--- config.mk ---
export PLATFORM = sky130hd
export DESIGN_NAME = pe_seq_ctrl
export DESIGN_NICKNAME = d
export VERILOG_FILES = /design/src/rtl/pe_seq_ctrl_pkg.sv /design/src/rtl/pe_seq_ctrl_acc_bank.sv /design/src/rtl/pe_seq_ctrl.sv
export SDC_FILE = /design/constraint.sdc
export NUM_CORES = 1
export LEC_CHECK = 0
export CORE_AREA = 4 4 243 245
export CTS_BUF_LIST = sky130_fd_sc_hd__clkbuf_2
export CTS_CLUSTER_DIAMETER = 50
export CTS_CLUSTER_SIZE = 24
export DETAILED_ROUTE_END_ITERATION = 10
export DIE_AREA = 0 0 247 249
export PLACE_DENSITY = 0.77
export SETUP_SLACK_MARGIN = 0.15
export SLEW_MARGIN = 25
export SYNTH_ARGS = -nofsm -noshare
export SYNTH_HDL_FRONTEND = slang
export SYNTH_SLANG_ARGS = --single-unit
--- constraint.sdc ---
create_clock -name clk -period 6.6 [get_ports clk]
set_clock_uncertainty 0.1 [all_clocks]
set_input_delay 1.32 -clock clk [delete_from_list [all_inputs] [get_ports clk]]
set_output_delay 1.32 -clock clk [all_outputs]
set_load 0.01 [all_outputs]
--- src/rtl/pe_seq_ctrl_pkg.sv ---
// Shared definitions for the convolution PE tile sequencer: state encoding
// and PE geometry constants.
package pe_seq_ctrl_pkg;

  typedef enum logic [1:0] {
    IDLE  = 2'd0,
    RUN   = 2'd1,
    DRAIN = 2'd2,
    OUT   = 2'd3
  } state_e;

  localparam int PE_LANES = 9;
  localparam int PE_IFM   = 7;
  localparam int PE_WHT   = 3;
  localparam int ACC_W    = 32;

endpackage : pe_seq_ctrl_pkg

--- src/rtl/pe_seq_ctrl_acc_bank.sv ---
// Nine-lane wrapping accumulator bank: synchronous clear, add-enable and a
// packed output using the same lane packing as the PE result bus.
module pe_acc_bank #(
  parameter int ACC_W = pe_seq_ctrl_pkg::ACC_W
) (
  input  logic                                     clk,
  input  logic                                     rst_n,
  input  logic                                     clr_i,
  input  logic                                     add_en_i,
  input  logic [pe_seq_ctrl_pkg::PE_LANES*ACC_W-1:0] add_i,
  output logic [pe_seq_ctrl_pkg::PE_LANES*ACC_W-1:0] acc_o
);
  import pe_seq_ctrl_pkg::*;

  logic [PE_LANES-1:0][ACC_W-1:0] acc_q;

  // NOTE: the accumulators are flops, not RAM, so they take the async reset;
  // an aborted tile must never leak partial sums into the next one.
  always_ff @(posedge clk or negedge rst_n) begin
    if (!rst_n) begin
      acc_q <= '0;
    end else if (clr_i) begin
      acc_q <= '0;
    end else if (add_en_i) begin
      for (int j = 0; j < PE_LANES; j++) begin
        acc_q[j] <= acc_q[j] + add_i[j*ACC_W +: ACC_W];
      end
    end
  end

  assign acc_o = acc_q;

endmodule : pe_acc_bank

--- src/rtl/pe_seq_ctrl.sv ---
// Tile sequencer for one 7x3 PE: walks cin*KROWS steps, issues buffer reads,
// pipelines the PE enable and accumulates results, then hands the tile off.
module pe_seq_ctrl #(
  parameter int CIN_W  = 8,
  parameter int ADDR_W = 12,
  parameter int ACC_W  = pe_seq_ctrl_pkg::ACC_W,
  parameter int KROWS  = 3
) (
  input  logic                                       clk,
  input  logic                                       rst_n,
  input  logic                                       start,
  input  logic [CIN_W-1:0]                           cfg_cin,
  input  logic [ADDR_W-1:0]                          cfg_ifm_base,
  input  logic                                       cfg_type,
  output logic                                       busy,
  output logic                                       ifm_rd_en,
  output logic [ADDR_W-1:0]                          ifm_rd_addr,
  output logic                                       wht_rd_en,
  output logic [ADDR_W-1:0]                          wht_rd_addr,
  output logic                                       pe_en,
  output logic                                       pe_type,
  input  logic [pe_seq_ctrl_pkg::PE_LANES*ACC_W-1:0] pe_res,
  output logic                                       out_valid,
  input  logic                                       out_ready,
  output logic [pe_seq_ctrl_pkg::PE_LANES*ACC_W-1:0] acc_o
);
  import pe_seq_ctrl_pkg::*;

  // Wide enough for the largest step count, (2^CIN_W - 1) * KROWS.
  localparam int STEP_W = $clog2(((2**CIN_W) - 1) * KROWS + 1);

  state_e              state_q, state_d;
  logic [STEP_W-1:0]   k_q, k_d;
  logic [STEP_W-1:0]   n_q, n_d;
  logic [STEP_W-1:0]   n_start;
  logic [ADDR_W-1:0]   base_q, base_d;
  logic                type_q, type_d;
  logic                v1_q, v1_d;
  logic                v2_q;
  logic                acc_clr;
  logic                run_active;

  assign n_start = STEP_W'(cfg_cin) * STEP_W'(KROWS);

  // NOTE: every always_comb output gets a default first so no path leaves a
  // signal unassigned, which would otherwise infer a latch.
  always_comb begin
    state_d = state_q;
    k_d     = k_q;
    n_d     = n_q;
    base_d  = base_q;
    type_d  = type_q;
    v1_d    = 1'b0;
    acc_clr = 1'b0;
    unique case (state_q)
      IDLE: begin
        if (start) begin
          n_d     = n_start;
          base_d  = cfg_ifm_base;
          type_d  = cfg_type;
          k_d     = '0;
          acc_clr = 1'b1;
          state_d = (n_start != '0) ? RUN : OUT;
        end
      end
      RUN: begin
        v1_d = 1'b1;
        k_d  = k_q + 1'b1;
        if (k_q == n_q - 1'b1) state_d = DRAIN;
      end
      DRAIN: begin
        // Stage 2 loads v1_q next, so both stages are empty after this edge
        // exactly when stage 1 is already empty.
        if (!v1_q) state_d = OUT;
      end
      OUT: begin
        if (out_ready) state_d = IDLE;
      end
      default: state_d = IDLE;
    endcase
  end

  // NOTE: sequential state uses non-blocking assignments so every flop
  // samples pre-edge values regardless of statement order.
  always_ff @(posedge clk or negedge rst_n) begin
    if (!rst_n) begin
      state_q <= IDLE;
      k_q     <= '0;
      n_q     <= '0;
      base_q  <= '0;
      type_q  <= 1'b0;
      v1_q    <= 1'b0;
      v2_q    <= 1'b0;
    end else begin
      state_q <= state_d;
      k_q     <= k_d;
      n_q     <= n_d;
      base_q  <= base_d;
      type_q  <= type_d;
      v1_q    <= v1_d;
      v2_q    <= v1_q;
    end
  end

  assign run_active  = (state_q == RUN);
  assign busy        = (state_q != IDLE);
  assign ifm_rd_en   = run_active;
  assign wht_rd_en   = run_active;
  assign ifm_rd_addr = run_active ? base_q + ADDR_W'(k_q) : '0;
  assign wht_rd_addr = run_active ? ADDR_W'(k_q) : '0;
  assign pe_en       = v1_q;
  assign pe_type     = type_q;
  assign out_valid   = (state_q == OUT);

  pe_acc_bank #(
    .ACC_W (ACC_W)
  ) u_acc_bank (
    .clk      (clk),
    .rst_n    (rst_n),
    .clr_i    (acc_clr),
    .add_en_i (v2_q),
    .add_i    (pe_res),
    .acc_o    (acc_o)
  );

endmodule : pe_seq_ctrl

==> impl_summary.md, run 1 <==
Floorplan
The row count is 88. In this run the vertical extent of the chip is 249 um. The floorplan step defined a die boundary enclosing 61500 um^2. The chip width is 247 um. The I/O pin count is 631.

The total core area is 57100 um^2. Once the floorplan was initialized, standard cells occupied 47.3% of the core.

Synthesis
The number of synthesized flops with an enable pin is 0. The synthesized netlist occupies a cell area of 27000 um^2. After technology mapping, the gate count stands at 3112. Yosys instantiated no cell more often than sky130_fd_sc_hd__nor2_1. The synthesized design contains 325 register bits. The fraction of registers with async set or reset after synthesis is 100%. The number of distinct standard cells referenced by the synthesized netlist is 89. After synthesis, the largest area contributor takes up 30.1% of total cell area. The sequential fraction of the synthesis area is 30.1%. The dominant register cell in the synthesized netlist is sky130_fd_sc_hd__dfrtp_1.

By count the netlist is led by 364 x sky130_fd_sc_hd__nor2_1, 325 x sky130_fd_sc_hd__dfrtp_1, 306 x sky130_fd_sc_hd__ha_1, 278 x sky130_fd_sc_hd__a21oi_1, 232 x sky130_fd_sc_hd__nand2_1. Sorting the synthesized cells by area gives the leading types as sky130_fd_sc_hd__dfrtp_1 30%, sky130_fd_sc_hd__ha_1 14%, sky130_fd_sc_hd__mux2i_1 5.6%. In this run the mean area of a mapped cell was 8.69 um^2.

The number of warnings reported in the yosys synthesis log is 0. Of all cell types, the one taking the most synthesized area is sky130_fd_sc_hd__dfrtp_1.

Setup path
The signal on the critical path passes through ha_1 > fa_1 > a21o_1 > a21oi_1 > o21bai_1 > a21oi_1 > o21bai_1 > a21oi_1 > o21bai_1 > a21oi_1 > xnor2_1 > and2_1 > clkdlybuf4s50_1. The most frequent cell on the critical path is sky130_fd_sc_hd__a21oi_1. The depth of the most critical reg-to-reg path is 12.

Among all stages on the critical path, the largest delay is contributed by sky130_fd_sc_hd__dfrtp_1. The largest stage delay on the critical path is 540 ps. STA classifies the critical path endpoint as an output port. The number of stages on the worst setup path is 13. Data on the critical path arrives at its endpoint at 4440 ps. In this run the worst path has a maximum fanout of 7. The launch point of the critical path is k_q[0].

The worst setup path is of the reg2out kind. The number of buffer and inverter stages on the critical path is 1. The worst setup path is launched from a flop. The top cell family by delay on the critical path is compound AO/OA/AOI/OAI gates. Data on the critical path is required at its endpoint by 5180 ps. The worst register-to-register path begins at u_acc_bank.acc_o[128].

Placed design
The post-DP HPWL is 67.4 mm. The quantity of I/O buffers inserted on ports is 628. At the end of routability-driven placement, the weighted congestion stood at 0.951. The cell area reported after detailed placement is 34000 um^2.

Detailed routing
The number of routed nets with antenna violations is 0. In this run, the number of DRC markers left after iteration 0 of detailed routing was 1353. In the routed design, unresolved DRC markers number 0. In the routed layout, each cell is associated on average with a via count of 5.65. The count of TritonRoute iterations in the first routing pass is 5. The final routed wirelength across all metal layers is 88.4 mm.

The routed wire length per instance is 19.5 um. The routed layout has 25600 vias.

Global route
The initial antenna violation count is 27. The remaining global-route overflow is 0. Entering global routing, the biggest net connects 130 pins. The via count of the first global-routing pass is 25000.

In the global route stage, overall resource usage came out at 27.6%. The first global-routing pass estimated 138 mm of wire.

Timing
The minimum clock period after layout is 5860 ps. Static timing analysis puts the maximum clock frequency at 0.171 GHz. The setup-violating endpoint count in the final report is 0. The number of endpoints with negative hold slack in the final report is 0. At the pin with the least slew margin, the transition time is 989 ps.

The number of max-slew violations in the final report is 0. Setup repair after global routing left no endpoint under its margin. Of the available clock period, the critical path in the final layout requires 88.8%.

The final-layout setup total negative slack is 0 ps. The worst slew slack as a fraction of its limit is 34.1%.

Power
The total leakage power is 16.1 nW. The post-layout total power is 0.0167 W. VDD sags by at most 0.333 mV. Dividing total power by cell area gives a power density of 478 nW/um^2.

Layout
The final standard cell area without fillers is 34900 um^2. The number of filler cells placed in the layout is 5001. Cells with a size suffix above 1 make up 3.52% of the layout. The growth of design area from synthesis to finish is 29.1%. In the final design database the tool counted 4338 nets.

Clock tree
The clock drives 325 sinks. The maximum buffer depth of the clock tree is 3. Clock latency on the worst-skew pair, taken at its later pin, is 1060 ps. The count of hold buffers inserted by post-cts repair is 1. The post-CTS setup buffer count is 0. After clock tree synthesis, the clock-pin slew on the worst setup and hold paths is 230 ps.

Once the clock tree was built, the resizer swapped 0 gates to a different size. The number of CTS-inserted buffers is 50. CTS built an H-tree with a depth of 2. The cell chosen for the clock root is sky130_fd_sc_hd__clkbuf_2. The CTS tree is yes.

Run status
The flow ran to the end, and the final reports show no timing, DRC or antenna violations.

Hold path
Along the worst hold path, the cell count comes to 2. The worst hold path belongs to the class reg2reg. The hold path startpoint is base_q[6].

Run
The number of max-capacitance violations reported is 0.
[routing by layer]
metal / wire (um) / track usage [%] / share of wire [%]
met2: 40700 / 45.3 / 46
met1: 36800 / 34.2 / 42
met5: 107 / 0 / 0.12
met4: 3330 / 10.8 / 3.8
met3: 7530 / 8.21 / 8.5
[placed cells by master, fill, tap and decap left out, drive strengths merged, types with 28 or more instances in the layout]
cell	instances
a211oi	70
a21o	145
a21oi	279
and2	39
clkbuf	52
clkdlybuf4s50	627
dfrtp	325
ha	306
inv	114
mux2i	152
nand2	232
nand2b	35
nand3	57
nor2	364
nor2b	28
nor3	45
o21a	34
o21ai	200
o21bai	45
xnor2	166
xor2	87
[sequential cells by signal, summed over array words and instances, names as in the netlist]
register	flops
n_q	10
pe_en	1
base_q	12
pe_type	1
k_q	10
state_q	2
v2_q	1
u_acc_bank.acc_o	288
[path summary, 6_finish.rpt]
| path | end | slack [ps] |
|---|---|---|
| max in group asynchronous | v2_q | 4380 |
| min in group asynchronous | u_acc_bank.acc_o[275] | 700 |
| worst max-delay path | ifm_rd_addr[10] | 740 |
| worst min-delay path | base_q[6] | 410 |
| worst max register to register | u_acc_bank.acc_o[158] | 2860 |
| worst min register to register | base_q[6] | 410 |
[cell type report]
| class | count | area (um^2) | area share, % |
|---|---|---|---|
| inverters | 103 | 389 | 1.12 |
| well taps | 765 | 957 | 2.74 |
| multi-input cells | 2588 | 18100 | 52.0 |
| clock buffers | 52 | 260 | 0.746 |
| repair buffers | 640 | 6430 | 18.4 |
| clock inverters | 41 | 524 | 1.50 |
| flip-flops and latches | 325 | 8140 | 23.3 |
| diodes | 18 | 45.0 | 0.129 |
[cells by family after synthesis]
group	share of synthesized area, %
multiplexers	5.63
XOR/XNOR	8.20
flip-flops	30.1
AND/OR/NAND/NOR	15.5
AO/OA/AOI/OAI	22.7
adder cells (fa/ha/maj)	15.0
other	0.0139
buffers and inverters	2.89
[tightest hold or removal path, stage by stage (launching register included)]
cell                      delay [ps]
sky130_fd_sc_hd__dfrtp_1         390
sky130_fd_sc_hd__nand2_1          50
sky130_fd_sc_hd__nand2_1          60
[stage by stage]
stage	utilization, %	instances	hold slack, ps	setup WS, ps
final	61.0	4532	407	741
after global placement	59.6	4420	348	1640
after CTS	61.0	4514	408	586
after global routing	61.0	4530	424	368
after detailed placement	59.6	4420	353	1600
after floorplan	-	3113	335	2320
[power breakdown]
part,switching [W],internal [W]
Combinational,0.00594,0.00531
Sequential,0.000937,0.00288
Clock,0.000932,0.000675
(Power assumes the default switching activity.)
==> run 2, diff against run 1 <==
--- a/config.mk
+++ b/config.mk
@@ -5,13 +5,13 @@
 export SDC_FILE = /design/constraint.sdc
 export NUM_CORES = 1
 export LEC_CHECK = 0
-export CORE_AREA = 4 4 243 245
+export CORE_AREA = 2 2 249 251
 export CTS_BUF_LIST = sky130_fd_sc_hd__clkbuf_2
 export CTS_CLUSTER_DIAMETER = 50
 export CTS_CLUSTER_SIZE = 24
 export DETAILED_ROUTE_END_ITERATION = 10
-export DIE_AREA = 0 0 247 249
-export PLACE_DENSITY = 0.77
+export DIE_AREA = 0 0 251 253
+export PLACE_DENSITY = 0.72
 export SETUP_SLACK_MARGIN = 0.15
 export SLEW_MARGIN = 25
 export SYNTH_ARGS = -nofsm -noshare
==> impl_summary.md, run 2 (same netlist as run 1, synthesis figures left out) <==
Placed design
Prior to clock tree synthesis, the placed netlist has a worst setup slack of 1580 ps. The post-DP HPWL is 66.7 mm. The quantity of I/O buffers inserted on ports is 628. The congestion estimate from routability-driven global placement came to 0.920.

Timing
On the final layout, the worst hold slack is 342 ps. The number of endpoints with negative hold slack in the final report came to 0. The part of the cycle the worst path needs is 88.8%. The setup-violating endpoint count in the final report is 0. The minimum setup slack in the final design is 738 ps.

The final-layout setup total negative slack is 0 ps. For the pin with the worst max-slew slack, the measured transition is 1080 ps. The minimum clock period after layout is 5860 ps. Derived from the worst setup path, the maximum achievable clock frequency is 0.171 GHz.

The number of max-slew violations in the final report is 0. Setup repair after global routing left no endpoint under its margin. The worst slew slack as a fraction of its limit is 28.1%.

Floorplan
The floorplan step set the die height to 253 um. The I/O pin count is 631. The die footprint is 63500 um^2. The floorplan step defined a core boundary enclosing 61000 um^2.

The initial standard-cell utilization of the core is 44.3%. The floorplan has 91 rows. Measured along the x axis, the die boundary spans 251 um.

Setup path
The worst setup path is launched from a flop. Data arrives at the worst endpoint at 4440 ps. The reg-to-reg setup timing slack is 2860 ps. Along the worst path, the maximum fanout reaches 7. Data on the critical path is required at its endpoint by 5180 ps.

The nature of the critical path endpoint is an output port. The type of the worst setup path is reg2out. In this run the critical register-to-register path is captured at u_acc_bank.acc_o[158]. The launch point of the critical path is k_q[0]. In this run the critical register-to-register path is launched from u_acc_bank.acc_o[128]. The worst register-to-register path has a depth of 12.

The capture point of the worst path is ifm_rd_addr[10].

Global route
In the global route stage, overall resource usage came out at 26.8%. The via count of the first global-routing pass was 24500. The initial antenna violation count is 19. The first global-routing pass estimated 136 mm of wire. Entering global routing, the biggest net connects 135 pins. The remaining global-route overflow is 0.

Clock tree
The number of cells upsized or downsized after cts is 0. The maximum buffer depth of the clock tree is 3. The CTS tree is yes.

The clock slew at the register clock pins of the worst setup and hold paths is 200 ps. Buffers inserted during clock tree synthesis total 54. The post-CTS setup buffer count is 0.

The number of H-tree levels is 2. The clock insertion delay at the later pin of the skew report is 1130 ps. The cell sitting at the root of the clock tree is a sky130_fd_sc_hd__clkbuf_2. The number of clock sinks is 325.

Run status
The flow ran to the end, and the final reports show no timing, DRC or antenna violations.

Detailed routing
After the first detailed-routing iteration, the DRC count stood at 1506. The routed layout has 25500 vias. The count of TritonRoute iterations in the first routing pass is 6. After detailed routing, the average wire length per cell comes to 19.3 um. Dividing the detail-routed via count by the number of cells gives 5.59.

The final routed wirelength across all metal layers is 87.8 mm. The number of design rule violations left after detail routing is 0. The detail route stage leaves a number of antenna-violating nets equal to 0.

Layout
Leaving out fill and tap cells, the most frequent cell in the layout is sky130_fd_sc_hd__clkdlybuf4s50_1. The final net count is 4343. Compared with the post-synthesis result, the final layout area differs by 28.6%. The flip-flop count of the largest register after layout is 288.

The fraction of layout instances using a drive strength above 1 is 3.73%. The top cell types in the final layout, fill and taps aside, are 627 x sky130_fd_sc_hd__clkdlybuf4s50_1, 362 x sky130_fd_sc_hd__nor2_1, 324 x sky130_fd_sc_hd__dfrtp_1.

Power
In this run the static leakage power is 16.1 nW. Power spread over the standard cell area amounts to 472 nW/um^2. After layout, the design draws a total of 0.0164 W.

The maximum vdd drop is 0.258 mV.

Hold path
The classification of the worst-slack hold path is reg2reg.

Run
The number of max-capacitance violations reported is 0.
[run 2: changes by cell type in the layout (fill, tap and decap cells not counted), sizes merged]
| cell | change |
|---|---|
| bufinv | -7 |
| clkbuf | +6 |
| clkinv | +5 |
| diode | -3 |
| clkinvlp | +2 |
| buf | +1 |
| inv | +1 |
[run 2: layout make-up]
type	instances	area, um^2
Fill cell	5590	26300
Multi-Input combinational cell	2588	18100
Sequential cell	325	8140
Timing Repair Buffer	641	6420
Tap cell	790	988
Inverter	103	389
Clock inverter	42	357
Clock buffer	58	290
Antenna cell	15	37.5
[run 2: worst max-delay path, stage by stage (launching register included)]
cell and delay [ps]:
sky130_fd_sc_hd__dfrtp_1 540, sky130_fd_sc_hd__ha_1 280, sky130_fd_sc_hd__fa_1 420, sky130_fd_sc_hd__a21o_1 180
sky130_fd_sc_hd__a21oi_1 220, sky130_fd_sc_hd__o21bai_1 100, sky130_fd_sc_hd__a21oi_1 230, sky130_fd_sc_hd__o21bai_1 90
sky130_fd_sc_hd__a21oi_1 220, sky130_fd_sc_hd__o21bai_1 90, sky130_fd_sc_hd__a21oi_1 180, sky130_fd_sc_hd__xnor2_1 130
sky130_fd_sc_hd__and2_1 140, sky130_fd_sc_hd__clkdlybuf4s50_1 550
[run 2: where the power goes]
part	total (W)	internal (W)	switching (W)
registers	0.00382	0.00288	0.000938
clock network	0.00138	0.000429	0.000948
logic	0.0112	0.00531	0.00591
[run 2: what timing repair did]
action                                 4_1_cts  5_1_grt
endpoints found under the hold margin       43        0
hold buffers                                 1        0
setup endpoints to repair                    0        0
[run 2: stage by stage]
step / cell area, um^2 / std cells / util [%]
finish: 34800 / 4562 / 57.0
global route: 34700 / 4558 / 56.9
CTS: 34700 / 4547 / 56.9
detailed placement: 34100 / 4446 / 55.8
global placement: 34100 / 4446 / 55.8
floorplan: 27000 / 3113 / -
[run 2: worst min-delay path by stage]
stage               startpoint   end  cells past startpoint
floorplan                pe_en  v2_q                      0
global placement         pe_en  v2_q                      0
detailed placement       pe_en  v2_q                      0
CTS                      pe_en  v2_q                      0
global route             pe_en  v2_q                      0
finish                   pe_en  v2_q                      0
[run 2: layer usage]
layer	vias to the layer above	global-route usage, %	routed length [um]
met5	-	0	85
met4	12	9.54	2820
met3	152	6.67	6120
met2	671	44.9	41200
met1	12100	33.6	37600
li1	12600	-	-
